## src/rtl/fir_call_driver_if.sv

```systemverilog
// Handshake bundle shared by the FIR call driver, its run controller, the fir
// component (call/return) and the downstream result consumer.
interface fir_call_driver_if;
  logic        cfg_valid;
  logic        cfg_ready;
  logic [63:0] cfg_base;
  logic [15:0] cfg_count;
  logic        fir_start;
  logic        fir_busy;
  logic [63:0] fir_d_i;
  logic [63:0] fir_idx;
  logic        fir_done;
  logic        fir_stall;
  logic [31:0] fir_returndata;
  logic        res_valid;
  logic        res_ready;
  logic [31:0] res_data;
  logic        res_last;
  logic        run_active;

  modport master (
    input  cfg_valid, cfg_base, cfg_count, fir_busy, fir_done, fir_returndata, res_ready,
    output cfg_ready, fir_start, fir_d_i, fir_idx, fir_stall, res_valid, res_data, res_last,
           run_active
  );

  modport slave (
    output cfg_valid, cfg_base, cfg_count, fir_busy, fir_done, fir_returndata, res_ready,
    input  cfg_ready, fir_start, fir_d_i, fir_idx, fir_stall, res_valid, res_data, res_last,
           run_active
  );
endinterface

```

## src/rtl/fir_call_driver.sv

```systemverilog
// Issues cfg_count pipelined fir calls over one d_i pointer and returns the results
// in call order through a credit-limited result FIFO.
module fir_call_driver #(
  parameter int DEPTH = 4
) (
  input  logic              clock,
  input  logic              reset,
  fir_call_driver_if.master bus
);
  localparam int PW = (DEPTH > 1) ? $clog2(DEPTH) : 1;
  localparam int CW = PW + 1;

  typedef enum logic [1:0] {IDLE, ISSUE, DRAIN} state_e;

  typedef struct packed {
    logic        last;
    logic [31:0] data;
  } entry_t;

  state_e        state_q, state_d;
  logic [63:0]   base_q, base_d;
  logic [15:0]   count_q, count_d;
  logic [15:0]   issued_q, issued_d;
  logic [15:0]   returned_q, returned_d;
  logic [CW-1:0] outst_q, outst_d;
  logic [CW-1:0] occ_q, occ_d;
  logic [PW-1:0] wr_ptr_q, wr_ptr_d;
  logic [PW-1:0] rd_ptr_q, rd_ptr_d;
  logic          fir_start_q, fir_start_d;
  logic          fir_stall_q, fir_stall_d;
  logic          res_valid_q, res_valid_d;
  logic          cfg_ready_q, cfg_ready_d;
  entry_t        mem_q [DEPTH];

  logic          cfg_acc, call_acc, ret_acc, pop;
  logic [CW:0]   credit_used;
  entry_t        push_entry;

  // NOTE: every signal assigned here gets a default first, so no path leaves it
  // unassigned and no latch is inferred.
  always_comb begin
    cfg_acc    = bus.cfg_valid && cfg_ready_q;
    call_acc   = fir_start_q && !bus.fir_busy;
    ret_acc    = bus.fir_done && !fir_stall_q && (state_q != IDLE);
    pop        = res_valid_q && bus.res_ready;
    push_entry = '{last: (returned_q == count_q - 16'd1), data: bus.fir_returndata};

    state_d    = state_q;
    base_d     = base_q;
    count_d    = count_q;
    issued_d   = issued_q + 16'(call_acc);
    returned_d = returned_q + 16'(ret_acc);
    occ_d      = occ_q + CW'(ret_acc) - CW'(pop);
    wr_ptr_d   = wr_ptr_q + PW'(ret_acc);
    rd_ptr_d   = rd_ptr_q + PW'(pop);

    unique case ({call_acc, ret_acc})
      2'b10:   outst_d = outst_q + CW'(1);
      2'b01:   outst_d = outst_q - CW'(1);
      default: outst_d = outst_q;
    endcase

    unique case (state_q)
      IDLE: begin
        if (cfg_acc && (bus.cfg_count != 16'd0)) begin
          state_d    = ISSUE;
          base_d     = bus.cfg_base;
          count_d    = bus.cfg_count;
          issued_d   = '0;
          returned_d = '0;
          outst_d    = '0;
        end
      end
      ISSUE: begin
        if (call_acc && (issued_q == count_q - 16'd1)) state_d = DRAIN;
      end
      DRAIN: begin
        // Leaving on the pop of the last-tagged entry makes cfg_ready rise right after it.
        if ((returned_d == count_q) && (occ_d == '0)) state_d = IDLE;
      end
      default: state_d = IDLE;
    endcase

    // Outputs are registered, so they are derived from next-state values.
    credit_used = {1'b0, outst_d} + {1'b0, occ_d};
    fir_start_d = (state_d == ISSUE) && (issued_d < count_d) &&
                  (credit_used < (CW+1)'(DEPTH));
    fir_stall_d = (occ_d == CW'(DEPTH));
    res_valid_d = (occ_d != '0);
    cfg_ready_d = (state_d == IDLE);
  end

  // NOTE: sequential state is updated only with non-blocking assignments so every
  // flop samples the pre-edge values regardless of statement order.
  always_ff @(posedge clock) begin
    if (reset) begin
      state_q     <= IDLE;
      base_q      <= '0;
      count_q     <= '0;
      issued_q    <= '0;
      returned_q  <= '0;
      outst_q     <= '0;
      occ_q       <= '0;
      wr_ptr_q    <= '0;
      rd_ptr_q    <= '0;
      fir_start_q <= 1'b0;
      fir_stall_q <= 1'b0;
      res_valid_q <= 1'b0;
      cfg_ready_q <= 1'b1;
    end else begin
      state_q     <= state_d;
      base_q      <= base_d;
      count_q     <= count_d;
      issued_q    <= issued_d;
      returned_q  <= returned_d;
      outst_q     <= outst_d;
      occ_q       <= occ_d;
      wr_ptr_q    <= wr_ptr_d;
      rd_ptr_q    <= rd_ptr_d;
      fir_start_q <= fir_start_d;
      fir_stall_q <= fir_stall_d;
      res_valid_q <= res_valid_d;
      cfg_ready_q <= cfg_ready_d;
    end
  end

  // NOTE: the result storage has no reset; entries are only observed once the
  // reset-cleared pointers and occupancy mark them as written.
  always_ff @(posedge clock) begin
    if (ret_acc) mem_q[wr_ptr_q] <= push_entry;
  end

  assign bus.cfg_ready  = cfg_ready_q;
  assign bus.run_active = !cfg_ready_q;
  assign bus.fir_start  = fir_start_q;
  assign bus.fir_d_i    = base_q;
  assign bus.fir_idx    = {48'd0, issued_q};
  assign bus.fir_stall  = fir_stall_q;
  assign bus.res_valid  = res_valid_q;
  assign bus.res_data   = res_valid_q ? mem_q[rd_ptr_q].data : 32'd0;
  assign bus.res_last   = res_valid_q && mem_q[rd_ptr_q].last;

endmodule
```

## src/flat_wrapper.sv

```systemverilog
// flat-port wrapper written by rule: the top's interface ports become plain ports
module fir_call_driver_flat 
#(
  parameter int DEPTH = 4
)
  (clock, reset, bus_cfg_valid, bus_cfg_base, bus_cfg_count, bus_fir_busy, bus_fir_done, bus_fir_returndata, bus_res_ready, bus_cfg_ready, bus_fir_start, bus_fir_d_i, bus_fir_idx, bus_fir_stall, bus_res_valid, bus_res_data, bus_res_last, bus_run_active);
  fir_call_driver_if bus_i ();
  input  logic clock;
  input  logic reset;
  input wire logic [$bits(bus_i.cfg_valid)-1:0] bus_cfg_valid;
  input wire logic [$bits(bus_i.cfg_base)-1:0] bus_cfg_base;
  input wire logic [$bits(bus_i.cfg_count)-1:0] bus_cfg_count;
  input wire logic [$bits(bus_i.fir_busy)-1:0] bus_fir_busy;
  input wire logic [$bits(bus_i.fir_done)-1:0] bus_fir_done;
  input wire logic [$bits(bus_i.fir_returndata)-1:0] bus_fir_returndata;
  input wire logic [$bits(bus_i.res_ready)-1:0] bus_res_ready;
  output wire logic [$bits(bus_i.cfg_ready)-1:0] bus_cfg_ready;
  output wire logic [$bits(bus_i.fir_start)-1:0] bus_fir_start;
  output wire logic [$bits(bus_i.fir_d_i)-1:0] bus_fir_d_i;
  output wire logic [$bits(bus_i.fir_idx)-1:0] bus_fir_idx;
  output wire logic [$bits(bus_i.fir_stall)-1:0] bus_fir_stall;
  output wire logic [$bits(bus_i.res_valid)-1:0] bus_res_valid;
  output wire logic [$bits(bus_i.res_data)-1:0] bus_res_data;
  output wire logic [$bits(bus_i.res_last)-1:0] bus_res_last;
  output wire logic [$bits(bus_i.run_active)-1:0] bus_run_active;
  assign bus_i.cfg_valid = bus_cfg_valid;
  assign bus_i.cfg_base = bus_cfg_base;
  assign bus_i.cfg_count = bus_cfg_count;
  assign bus_i.fir_busy = bus_fir_busy;
  assign bus_i.fir_done = bus_fir_done;
  assign bus_i.fir_returndata = bus_fir_returndata;
  assign bus_i.res_ready = bus_res_ready;
  assign bus_cfg_ready = bus_i.cfg_ready;
  assign bus_fir_start = bus_i.fir_start;
  assign bus_fir_d_i = bus_i.fir_d_i;
  assign bus_fir_idx = bus_i.fir_idx;
  assign bus_fir_stall = bus_i.fir_stall;
  assign bus_res_valid = bus_i.res_valid;
  assign bus_res_data = bus_i.res_data;
  assign bus_res_last = bus_i.res_last;
  assign bus_run_active = bus_i.run_active;
  fir_call_driver #(.DEPTH(DEPTH)) u_core (.clock(clock), .reset(reset), .bus(bus_i));
endmodule
```

## config.mk

```make
export PLATFORM = sky130hd
export DESIGN_NAME = fir_call_driver_flat
export DESIGN_NICKNAME = d
export VERILOG_FILES = /design/src/rtl/fir_call_driver_if.sv /design/src/rtl/fir_call_driver.sv /design/src/flat_wrapper.sv
export SDC_FILE = /design/constraint.sdc
export NUM_CORES = 1
export LEC_CHECK = 0
export ABC_CLOCK_PERIOD_IN_PS = 4700
export BUFFER_PORTS_ARGS = -buffer_cell sky130_fd_sc_hd__buf_2
export CAP_MARGIN = 20
export CORE_MARGIN = 2
export CORE_UTILIZATION = 38
export DETAILED_ROUTE_END_ITERATION = 8
export PLACE_DENSITY = 0.65
export SETUP_SLACK_MARGIN = 0.15
export SKIP_LAST_GASP = 1
export SLEW_MARGIN = 10
export SYNTH_ARGS = -nofsm -noshare
export SYNTH_HDL_FRONTEND = slang
export SYNTH_SLANG_ARGS = --single-unit
```

## constraint.sdc

```tcl
create_clock -name clock -period 4.7 [get_ports clock]
set_input_delay 0.705 -clock clock [delete_from_list [all_inputs] [get_ports clock]]
set_output_delay 0.705 -clock clock [all_outputs]
set_load 0.005 [all_outputs]
```

=== After elaboration in Yosys (flattened, before gate mapping) ===
Memory sizes are Yosys's and may differ from the RTL's. A register that Yosys moved wholly into a read port is not among the register bits.
Index checks and enable logic that the tools add are counted.

* $add $sub $neg: 10
* Multipliers: 0
* Div/mod/pow operators: 0
* Magnitude comparators: 2
* Eq/ne operators: 9
* Shifts and indexed selects: 0
* Multiplexer cells: 17
* Bitwise gates (word level): 0
* Reduce and logical (&&, ||, !) cells: 21

{| class="wikitable"
|+ Operators with widths
! cell !! number
|-
| 2-to-1 mux 16 bit || 6
|-
| equality test 16 bit || 3
|-
| adder 16 x 1 -> 16 bit || 2
|-
| 2-to-1 mux 32 bit || 1
|-
| < comparator 16 bit || 1
|-
| nonzero test 16 bit || 1
|-
| subtractor 16 x 1 -> 16 bit, second input constant || 1
|-
| logical AND 1 bit || 11
|-
| 2-to-1 mux 2 bit || 4
|-
| equality test 2 x 1 -> 1 bit, second input constant || 3
|-
| 2-to-1 mux 3 bit || 2
|-
| case mux 2 bit (3 select lines) || 1
|-
| case mux 3 bit (2 select lines) || 1
|-
| adder 2 x 1 -> 2 bit || 2
|-
| adder 3 x 3 -> 4 bit || 1
|-
| equality test 2 bit, second input constant || 2
|-
| logical NOT 2 bit || 2
|-
| < comparator 4 x 3 -> 1 bit, second input constant || 1
|-
| adder 3 x 1 -> 3 bit || 1
|-
| adder 3 x 1 -> 3 bit, second input constant || 1
|-
| equality test 3 bit, second input constant || 1
|-
| logical NOT 1 bit || 3
|-
| logical NOT 3 bit || 1
|-
| nonzero test 3 bit || 1
|-
| other kinds (5) || 6
|}

* Bits in registers: 128
* Latch bits: 0
* Memory bits (writable): 132
* Memory bits (read-only): 0
* Input bits: 118
* Output and inout port bits: 166
* Logic and storage cells: 73
* Memories kept: 1

{| class="wikitable"
|+ Memories
! name !! words !! width !! rd ports !! clocked after Yosys merged registers in !! wr ports !! line !! source
|-
| u_core.mem_q || 4 || 33 || 1 || 1 || 1 || fir_call_driver.sv:33 || <nowiki>entry_t mem_q [DEPTH];</nowiki>
|}

=== Depth between registers and ports, before layout ===
Gate-level depths: netlist of run 1.

* Depth after elaboration: 12
* Gate-level depth with buffers: 15
* Depth with buffers taken out: 14

=== Worst setup path before layout of run 1 ===
Ideal clock, no wire load.

* Path type: input port to flip-flop
* Start point: input port bus_fir_done
* End point: memory u_core.mem_q[0][0] (netlist name), enable pin
* Library setup time: 0.472 ns
* Arrival: 3.780 ns
* Data required time: 4.228 ns
* Setup slack: 0.447 ns
* Cell stages on the path: 2
* Cells stage by stage: nor3b_1 > nor3b_1

* Word-level cells in the longest chain between the ends: 4

{| class="wikitable"
|+ RTL lines
! element !! line !! source
|-
| start, declared || flat_wrapper.sv:14 || <nowiki>input wire logic [$bits(bus_i.fir_done)-1:0] bus_fir_done;</nowiki>
|-
| logical AND 1 bit (2 in series) || fir_call_driver.sv:44 || <nowiki>ret_acc = bus.fir_done && !fir_stall_q && (state_q != IDLE);</nowiki>
|-
| 2-to-1 mux 1 bit || fir_call_driver.sv:130 || <nowiki>if (ret_acc) mem_q[wr_ptr_q] <= push_entry;</nowiki>
|-
| 2-to-1 mux 1 bit (implied by the code) || fir_call_driver.sv:130 ||
|-
| end, declared || fir_call_driver.sv:33 ||
|}

Every way passes these cells.

=== Worst setup path after layout of run 1 ===
* Start point: register u_core.state_q[1]
* End point: register u_core.state_q[1]

* Word-level cells in the longest chain between the ends: 8
* Elaborated cells between the ends (all ways): 15

{| class="wikitable"
|+ RTL lines
! element !! line !! source
|-
| start, declared || fir_call_driver.sv:20 || <nowiki>state_e state_q, state_d;</nowiki>
|-
| start signal, assigned || fir_call_driver.sv:111 || <nowiki>state_q <= state_d;</nowiki>
|-
| parallel branches: the longest is 7 deep, another holds adder 16 x 1 -> 16 bit || n/a ||
|-
| case mux 2 bit (3 select lines) * || fir_call_driver.sv:63 || <nowiki>unique case (state_q)</nowiki>
|}

Mark *: on every way between the ends.
A chain may end at the register's enable or synchronous reset.

==> results of run 1 <==
==> power by group through the flow <==
stage	logic, W	registers [W]	clock network (W)
after floorplan	0.000744	0.00258	0
after global placement	0.00107	0.00263	0
after detailed placement	0.00108	0.00264	0
after CTS	0.00108	0.00259	0.00219
after global routing	0.00118	0.00260	0.00229
final	0.00107	0.00259	0.00213
==> kinds of logic (layout without fill, tap and decap cells) <==
| group | count (synthesis) | in the layout |
|---|---|---|
| simple gates | 414 | 414 |
| flops | 260 | 260 |
| buf+inv | 126 | 315 |
| compound gates | 124 | 124 |
| xor+xnor | 78 | 78 |
| mux | 56 | 56 |
| fa+ha+maj | 29 | 29 |
| other cells | 1 | 49 |
==> layout by cell type, fill, tap and decap left out, types with 16 or more instances in the layout <==
cell	n
sky130_fd_sc_hd__nor3_1	27
sky130_fd_sc_hd__and2_1	44
sky130_fd_sc_hd__nor2_1	85
sky130_fd_sc_hd__dfxtp_1	127
sky130_fd_sc_hd__buf_2	234
sky130_fd_sc_hd__clkbuf_16	29
sky130_fd_sc_hd__mux2i_1	22
sky130_fd_sc_hd__nand2_1	161
sky130_fd_sc_hd__xnor2_1	42
sky130_fd_sc_hd__conb_1	48
sky130_fd_sc_hd__edfxtp_1	132
sky130_fd_sc_hd__mux4_2	33
sky130_fd_sc_hd__nand3_1	16
sky130_fd_sc_hd__ha_1	27
sky130_fd_sc_hd__xor2_1	31
sky130_fd_sc_hd__a21oi_1	77
==> cell usage after synthesis, drive strengths merged (2+ instances only) <==
| master | instances |
|---|---|
| nand2 | 161 |
| edfxtp | 132 |
| dfxtp | 128 |
| nor2 | 87 |
| a21oi | 77 |
| buf | 68 |
| clkbuf | 46 |
| and2 | 44 |
| xnor2 | 43 |
| mux4 | 33 |
| xor2 | 32 |
| ha | 27 |
| nor3 | 27 |
| mux2i | 22 |
| nand3 | 17 |
| nand4 | 16 |
| nor4 | 15 |
| inv | 12 |
| o21ai | 11 |
| nor2b | 10 |
| nor3b | 9 |
| nand2b | 7 |
| and3 | 5 |
| a211oi | 4 |
| a21o | 4 |
| a31oi | 4 |
| and4 | 4 |
| a2111o | 3 |
| and3b | 3 |
| nand3b | 3 |
| o21a | 3 |
| o31ai | 3 |
| a2111oi | 2 |
| a41oi | 2 |
| fa | 2 |
| or4 | 2 |
| xnor3 | 2 |
==> worst min path at each step <==
stage                                       from                endpoint  slack [ns]  depth (start not counted)
after CTS                 bus_fir_returndata[17]     u_core.mem_q[0][17]        0.33                          1
after floorplan            u_core.bus.fir_d_i[0]   u_core.bus.fir_d_i[0]        0.45                          2
after global routing       bus_fir_returndata[7]      u_core.mem_q[0][7]        0.35                          1
final                     bus_fir_returndata[17]     u_core.mem_q[3][17]        0.36                          1
after global placement    u_core.bus.fir_d_i[63]  u_core.bus.fir_d_i[63]        0.44                          2
after detailed placement  u_core.bus.fir_d_i[63]  u_core.bus.fir_d_i[63]        0.44                          2
==> flip-flops by register name, summed over array words and instances, names as in the netlist, 2 cells and up <==
| signal | flops |
|---|---|
| u_core.rd_ptr_q | 2 |
| u_core.outst_q | 3 |
| u_core.issued_q | 16 |
| u_core.bus.fir_d_i | 64 |
| u_core.occ_q | 3 |
| u_core.wr_ptr_q | 2 |
| u_core.count_q | 16 |
| u_core.state_q | 2 |
| u_core.mem_q | 132 |
| u_core.returned_q | 16 |
==> routing by layer <==
layer,vias up,global-route usage (%),wire length [um]
met2,291,27.3,13200
met4,0,4.29,621
met1,4129,23.4,13000
li1,4183,-,-
met5,-,0,0
met3,44,3.01,1840
==> per-stage QoR <==
stage,hold slack (ns),std cells,setup slack [ns]
2_1_floorplan,0.453,1135,0.447
3_3_place_gp,0.439,1672,0.852
3_5_place_dp,0.443,1672,0.732
4_1_cts,0.332,1725,1.13
5_1_grt,0.345,1727,0.864
6_report,0.364,1727,1.09
==> cell type report <==
type                    instances  area (um2)  share of cell area [%]
multi-input cells             749        5000                    35.0
flip-flops and latches        260        6530                    45.6
clock inverters                12        81.3                   0.569
diodes                          1        2.50                  0.0175
clock buffers                  41         831                    5.81
well taps                     402         503                    3.52
repair buffers                250        1310                    9.17
inverters                      12        45.0                   0.315
==> results.yml, run 1 <==
pwr:
  seq_power_share_pct: 44.7
  netSwitchingPower_w: 0.00157
  total_power_w: 0.00579
  sw_frac_of_total_pct: 27.1
  clock_power_share_pct: 36.9
  power.ir.vdd_worst_mv: 0.277
  comb_power_share_pct: 18.5
  int_power_w: 0.00422
  p_leak_nw: 5.75
  power.density_mw_per_mm2: 405
synthesis:
  yosys_warnings: 0
  ys_types: 63
  synth_area_leader_cell: "sky130_fd_sc_hd__edfxtp_1"
  synth.area.top_cells: "sky130_fd_sc_hd__edfxtp_1 (33%), sky130_fd_sc_hd__dfxtp_1 (21%), sky130_fd_sc_hd__mux4_2 (6.2%)"
  synth_simple_gate_area_share_pct: 16.5
  yosys.area_share.adder_pct: 3.15
  post_synth_inst_count: 1088
  largest_family_of_logic_cells_by_synthesized_area: "simple AND/OR/NAND/NOR gates"
  postSynthRegisterBits: 260
  synth_compound_area_share_pct: 6.10
  mappedNetlistArea_mm2: 0.0120
  yosys.area.top_type_share_pct: 33.0
  synth_edf_count: 132
  synth-seq-area-share_pct: 54.3
  predominant_post_synthesis_flop_cell: "sky130_fd_sc_hd__edfxtp_1"
  synth.area.mux_share_pct: 8.12
  yosys.area_share.xor_xnor_pct: 6.17
  ys_async_sr_fraction_pct: 0
  postSynthAreaPerCell_um2: 11.0
die:
  floorplan.initialDensity_pct: 38.4
  ioPinCount: 284
  core_mm2: 0.0313
  dieArea_mm2: 0.0330
  placement_rows: 65
  fp.dieW_um: 182
  die_height_um: 182
critical_path:
  rr_startpoint: "u_core.state_q[1]"
  reg2reg_slack_ns: 1.09
  worstSetupStartpoint: "u_core.state_q[1]"
  reg2regPathDepth: 11
  timing.critical_path.to_type: "register"
  crit_path_max_delay_family: "simple AND/OR/NAND/NOR gates"
  cp_num_cells: 11
  worst_setup_path_endpoint: "u_core.state_q[1]"
  cp.buffers_inverters: 1
  cp_max_fo: 8
  timing.rr.end: "u_core.state_q[1]"
  crit_chain: "nor2_1, nor3b_1, buf_4, ha_1, nand3_2, nor3_1, mux2_2, o21a_1, or4_1, a2111o_1, a21bo_1"
  cp_data_required_time_ns: 5.16
  crit_arrival_ns: 4.07
  slowest_delay_ns: 0.51
  cp-start-kind: "register"
  cp_slowest_cell: "sky130_fd_sc_hd__or4_1"
  timing_worst_setup_path_type: "register to register"
timing:
  tightest_slew_ns: 1.03
  maximum_clock_frequency_mhz: 277
  rsz0062_at_grt: "no"
  period_minus_slack_ns: 3.61
  finalHoldViolations: 0
  relSlewSlack_pct: 31.0
  clock_skew_after_layout_ns: 0.0153
  final.period_utilization_pct: 76.9
  finalSetupTns_ns: 0
  setup-violations-final: 0
  slew_viol_final: 0
routing:
  routedWlPerCell_um: 16.6
  remaining_drc_errors: 0
  drt_wl_total_mm: 28.7
  drt.antenna.violating_nets: 0
  vias: 8647
  drt_first_iter_violations: 489
  via_per_inst: 5.01
  firstDrtPassIters: 5
clock_tree:
  worst_skew_pair.late_latency_ns: 0.56
  ctsResizeCount: 0
  clock_transition_at_the_registers_of_the_reported_paths_ns: 0.06
  cts-root-to-sink-buffers: 3
  cts.hold.buffers_added: 0
  tritoncts: "yes"
  cts_max_level: 1
  cts_post_setup_buffers_inserted: 0
  numCtsBuffers: 29
  cts-root-buf: "sky130_fd_sc_hd__clkbuf_16"
  cts_sinks: 260
layout:
  drive_gt1_share_pct: 25.9
  final_design_instance_area_without_fill_mm2: 0.0143
  final_core_util_pct: 45.7
  layout.nets: 1449
  syn2layout_area_growth_pct: 19.1
  nFillCells: 2925
global_route:
  first_global_vias: 8390
  grtUsageTotal_pct: 16.8
  grt_pass1_wl_mm: 44.9
  grt_max_degree: 65
  grt_overflow: 0
  antenna_violations_before_repair: 1
place:
  port-buffer-count: 235
  detailed_place.area_mm2: 0.0134
  dpl.hpwl_mm: 20.0
  gpl_congestion: 0.850
outcome:
  status: "finished, final reports clean"
job:
  maxCapViolations: 0
worst_hold_path:
  hold_path.class: "input pin to register"
Power figures use the tool's default switching activity.
==> inputs of run 2 (changes only) <==
--- a/config.mk
+++ b/config.mk
@@ -5,13 +5,13 @@
 export SDC_FILE = /design/constraint.sdc
 export NUM_CORES = 1
 export LEC_CHECK = 0
-export ABC_CLOCK_PERIOD_IN_PS = 4700
+export ABC_CLOCK_PERIOD_IN_PS = 3050
 export BUFFER_PORTS_ARGS = -buffer_cell sky130_fd_sc_hd__buf_2
 export CAP_MARGIN = 20
 export CORE_MARGIN = 2
 export CORE_UTILIZATION = 38
 export DETAILED_ROUTE_END_ITERATION = 8
-export PLACE_DENSITY = 0.65
+export PLACE_DENSITY = 0.67
 export SETUP_SLACK_MARGIN = 0.15
 export SKIP_LAST_GASP = 1
 export SLEW_MARGIN = 10
==> constraint.sdc (replaced) <==
create_clock -name clock -period 3.05 [get_ports clock]
set_input_delay 0.4575 -clock clock [delete_from_list [all_inputs] [get_ports clock]]
set_output_delay 0.4575 -clock clock [all_outputs]
set_load 0.005 [all_outputs]
==> run 2 against run 1 <==
Sequential power up 52%. Critical endpoint is now u_core.bus.fir_start. Register-to-register slack worse by 0.94 ns. Combinational power up 86%. Routed wire length up 6.0%. Clock power up 72%. Setup slack worse by 0.94 ns. Die area unchanged. Fmax up 24%. Clock-buffer cell count up 1. Global-route usage up 0.99 points. Clock skew up 0.00075 ns. Highest routed layer is now met5.
==> results.yml, run 2 (same netlist as run 1, synthesis figures left out) <==
outcome:
  status: "finished, final reports clean"
critical_path:
  crit_arrival_ns: 3.39
  timing.critical_path.to_type: "register"
  timing_worst_setup_path_type: "register to register"
  cp_max_fo: 3
  cp-start-kind: "register"
  cp_data_required_time_ns: 3.53
pwr:
  int_power_w: 0.00710
  total_power_w: 0.00960
  clock_power_share_pct: 38.2
  power.density_mw_per_mm2: 629
  sw_frac_of_total_pct: 26.0
  power.ir.vdd_worst_mv: 0.431
  seq_power_share_pct: 41.0
  netSwitchingPower_w: 0.00250
  comb_power_share_pct: 20.8
  p_leak_nw: 6.25
routing:
  vias: 9090
  firstDrtPassIters: 5
  drt_wl_total_mm: 30.4
  routedWlPerCell_um: 16.7
  drt_first_iter_violations: 654
  remaining_drc_errors: 0
  via_per_inst: 5.01
  drt.antenna.violating_nets: 0
place:
  dpl.hpwl_mm: 21.0
  pre_cts_ws_ns: -0.278
  gpl_congestion: 0.897
  port-buffer-count: 235
job:
  maxCapViolations: 0
timing:
  setup-violations-final: 0
  finalHoldViolations: 0
  rsz0062_at_grt: "yes"
  tightest_slew_ns: 0.704
  maximum_clock_frequency_mhz: 344
  slew_viol_final: 0
  relSlewSlack_pct: 53.0
  period_minus_slack_ns: 2.91
  final.period_utilization_pct: 95.3
  clock_skew_after_layout_ns: 0.0160
  postLayoutSetupSlackWorst_ns: 0.143
clock_tree:
  worst_skew_pair.late_latency_ns: 0.55
  numCtsBuffers: 29
  cts_max_level: 1
  cts-root-buf: "sky130_fd_sc_hd__clkbuf_16"
  tritoncts: "yes"
  clock_transition_at_the_registers_of_the_reported_paths_ns: 0.06
  cts_sinks: 260
  cts-root-to-sink-buffers: 3
die:
  dieArea_mm2: 0.0330
  floorplan.initialDensity_pct: 38.4
  ioPinCount: 284
  fp.dieW_um: 182
  core_mm2: 0.0313
  placement_rows: 65
  die_height_um: 182
worst_hold_path:
  hold_path.class: "input pin to register"
layout:
  layout_commonest_cell: "sky130_fd_sc_hd__buf_2"
  drive_gt1_share_pct: 32.6
  most_frequent_cells_in_the_layout: "sky130_fd_sc_hd__buf_2 (234), sky130_fd_sc_hd__nand2_1 (160), sky130_fd_sc_hd__edfxtp_1 (132)"
  largest_register_ff_count: 132
  top_register: "u_core.mem_q"
  layout.nets: 1538
  syn2layout_area_growth_pct: 27.0
global_route:
  grt_overflow: 0
  grtUsageTotal_pct: 17.8
  antenna_violations_before_repair: 2
  grt_pass1_wl_mm: 47.6
  grt_max_degree: 67
  first_global_vias: 8858
==> run 2: changes by cell type in the layout (fill, tap and decap cells not counted), sizes merged <==
| cell | previous run | this run |
|---|---|---|
| clkinvlp | 1 | 0 |
| bufinv | 0 | 5 |
| clkinv | 10 | 5 |
| buf | 250 | 339 |
| clkbuf | 41 | 42 |
==> run 2: area by class of cell <==
cell class / count / area (um2)
inverters: 12 / 45.0
fillers: 2858 / 16100
flip-flops and latches: 260 / 6540
diodes: 1 / 2.50
clock buffers: 42 / 815
multi-input cells: 749 / 5180
repair buffers: 339 / 1970
well taps: 402 / 503
clock inverters: 11 / 199
==> run 2: worst max-delay path: stages, from the launching register on <==
cell and delay [ns]:
sky130_fd_sc_hd__dfxtp_2 0.32, sky130_fd_sc_hd__nor2b_4 0.12, sky130_fd_sc_hd__buf_4 0.13, sky130_fd_sc_hd__ha_2 0.18
sky130_fd_sc_hd__buf_4 0.14, sky130_fd_sc_hd__and3_4 0.17, sky130_fd_sc_hd__and2_4 0.17, sky130_fd_sc_hd__nand2_2 0.07
sky130_fd_sc_hd__xor2_2 0.15, sky130_fd_sc_hd__nor2_1 0.06, sky130_fd_sc_hd__ha_1 0.31, sky130_fd_sc_hd__a21o_1 0.19
sky130_fd_sc_hd__a21o_1 0.18, sky130_fd_sc_hd__a21oi_2 0.14, sky130_fd_sc_hd__nor2_1 0.05, sky130_fd_sc_hd__a2111o_1 0.35
sky130_fd_sc_hd__nor3_2 0.10
==> run 2: layer usage <==
layer | GRT usage, % | share of wire [%]
met1 | 24.2 | 43
met2 | 29.1 | 47
met3 | 3.39 | 7.3
met4 | 5.11 | 2.3
met5 | 0 | 0.030
==> run 2: power groups by stage <==
stage | clock (W) | sequential, W | combinational, W
6_report | 0.00367 | 0.00394 | 0.00199
5_1_grt | 0.00390 | 0.00396 | 0.00219
4_1_cts | 0.00377 | 0.00393 | 0.00186
3_5_place_dp | 0 | 0.00401 | 0.00183
3_3_place_gp | 0 | 0.00400 | 0.00181
2_1_floorplan | 0 | 0.00397 | 0.00116
==> run 2: path summary, 6_finish.rpt <==
path                                          endpoint  cells after the start                   start  slack, ns
worst max-delay path              u_core.bus.fir_start                     16    u_core.bus.fir_start       0.14
worst min-delay path               u_core.mem_q[1][14]                      1  bus_fir_returndata[14]       0.13
worst max register to register    u_core.bus.fir_start                     16    u_core.bus.fir_start       0.14
worst min register to register  u_core.bus.fir_d_i[12]                      2  u_core.bus.fir_d_i[12]       0.45
==> run 2: through the flow <==
stage / utilization (%) / hold WS, ns / setup TNS [ns] / instances / cell area [um2]
global route: 48.7 / 0.108 / 0 / 1816 / 15300
floorplan: - / 0.435 / 0 / 1135 / 12200
finish: 48.7 / 0.128 / 0 / 1816 / 15300
CTS: 48.4 / 0.0921 / 0 / 1812 / 15100
global placement: 44.8 / 0.439 / -0.253 / 1753 / 14000
detailed placement: 44.8 / 0.443 / -0.423 / 1753 / 14000
==> run 2: repair_timing <==
item / CTS / global route
pin swaps: 10 / 5
gates resized for setup: 14 / 16
setup endpoints to repair: 3 / 7
hold buffers: 0 / 0
setup buffers: 6 / 3
endpoints found under the hold margin: 0 / 0
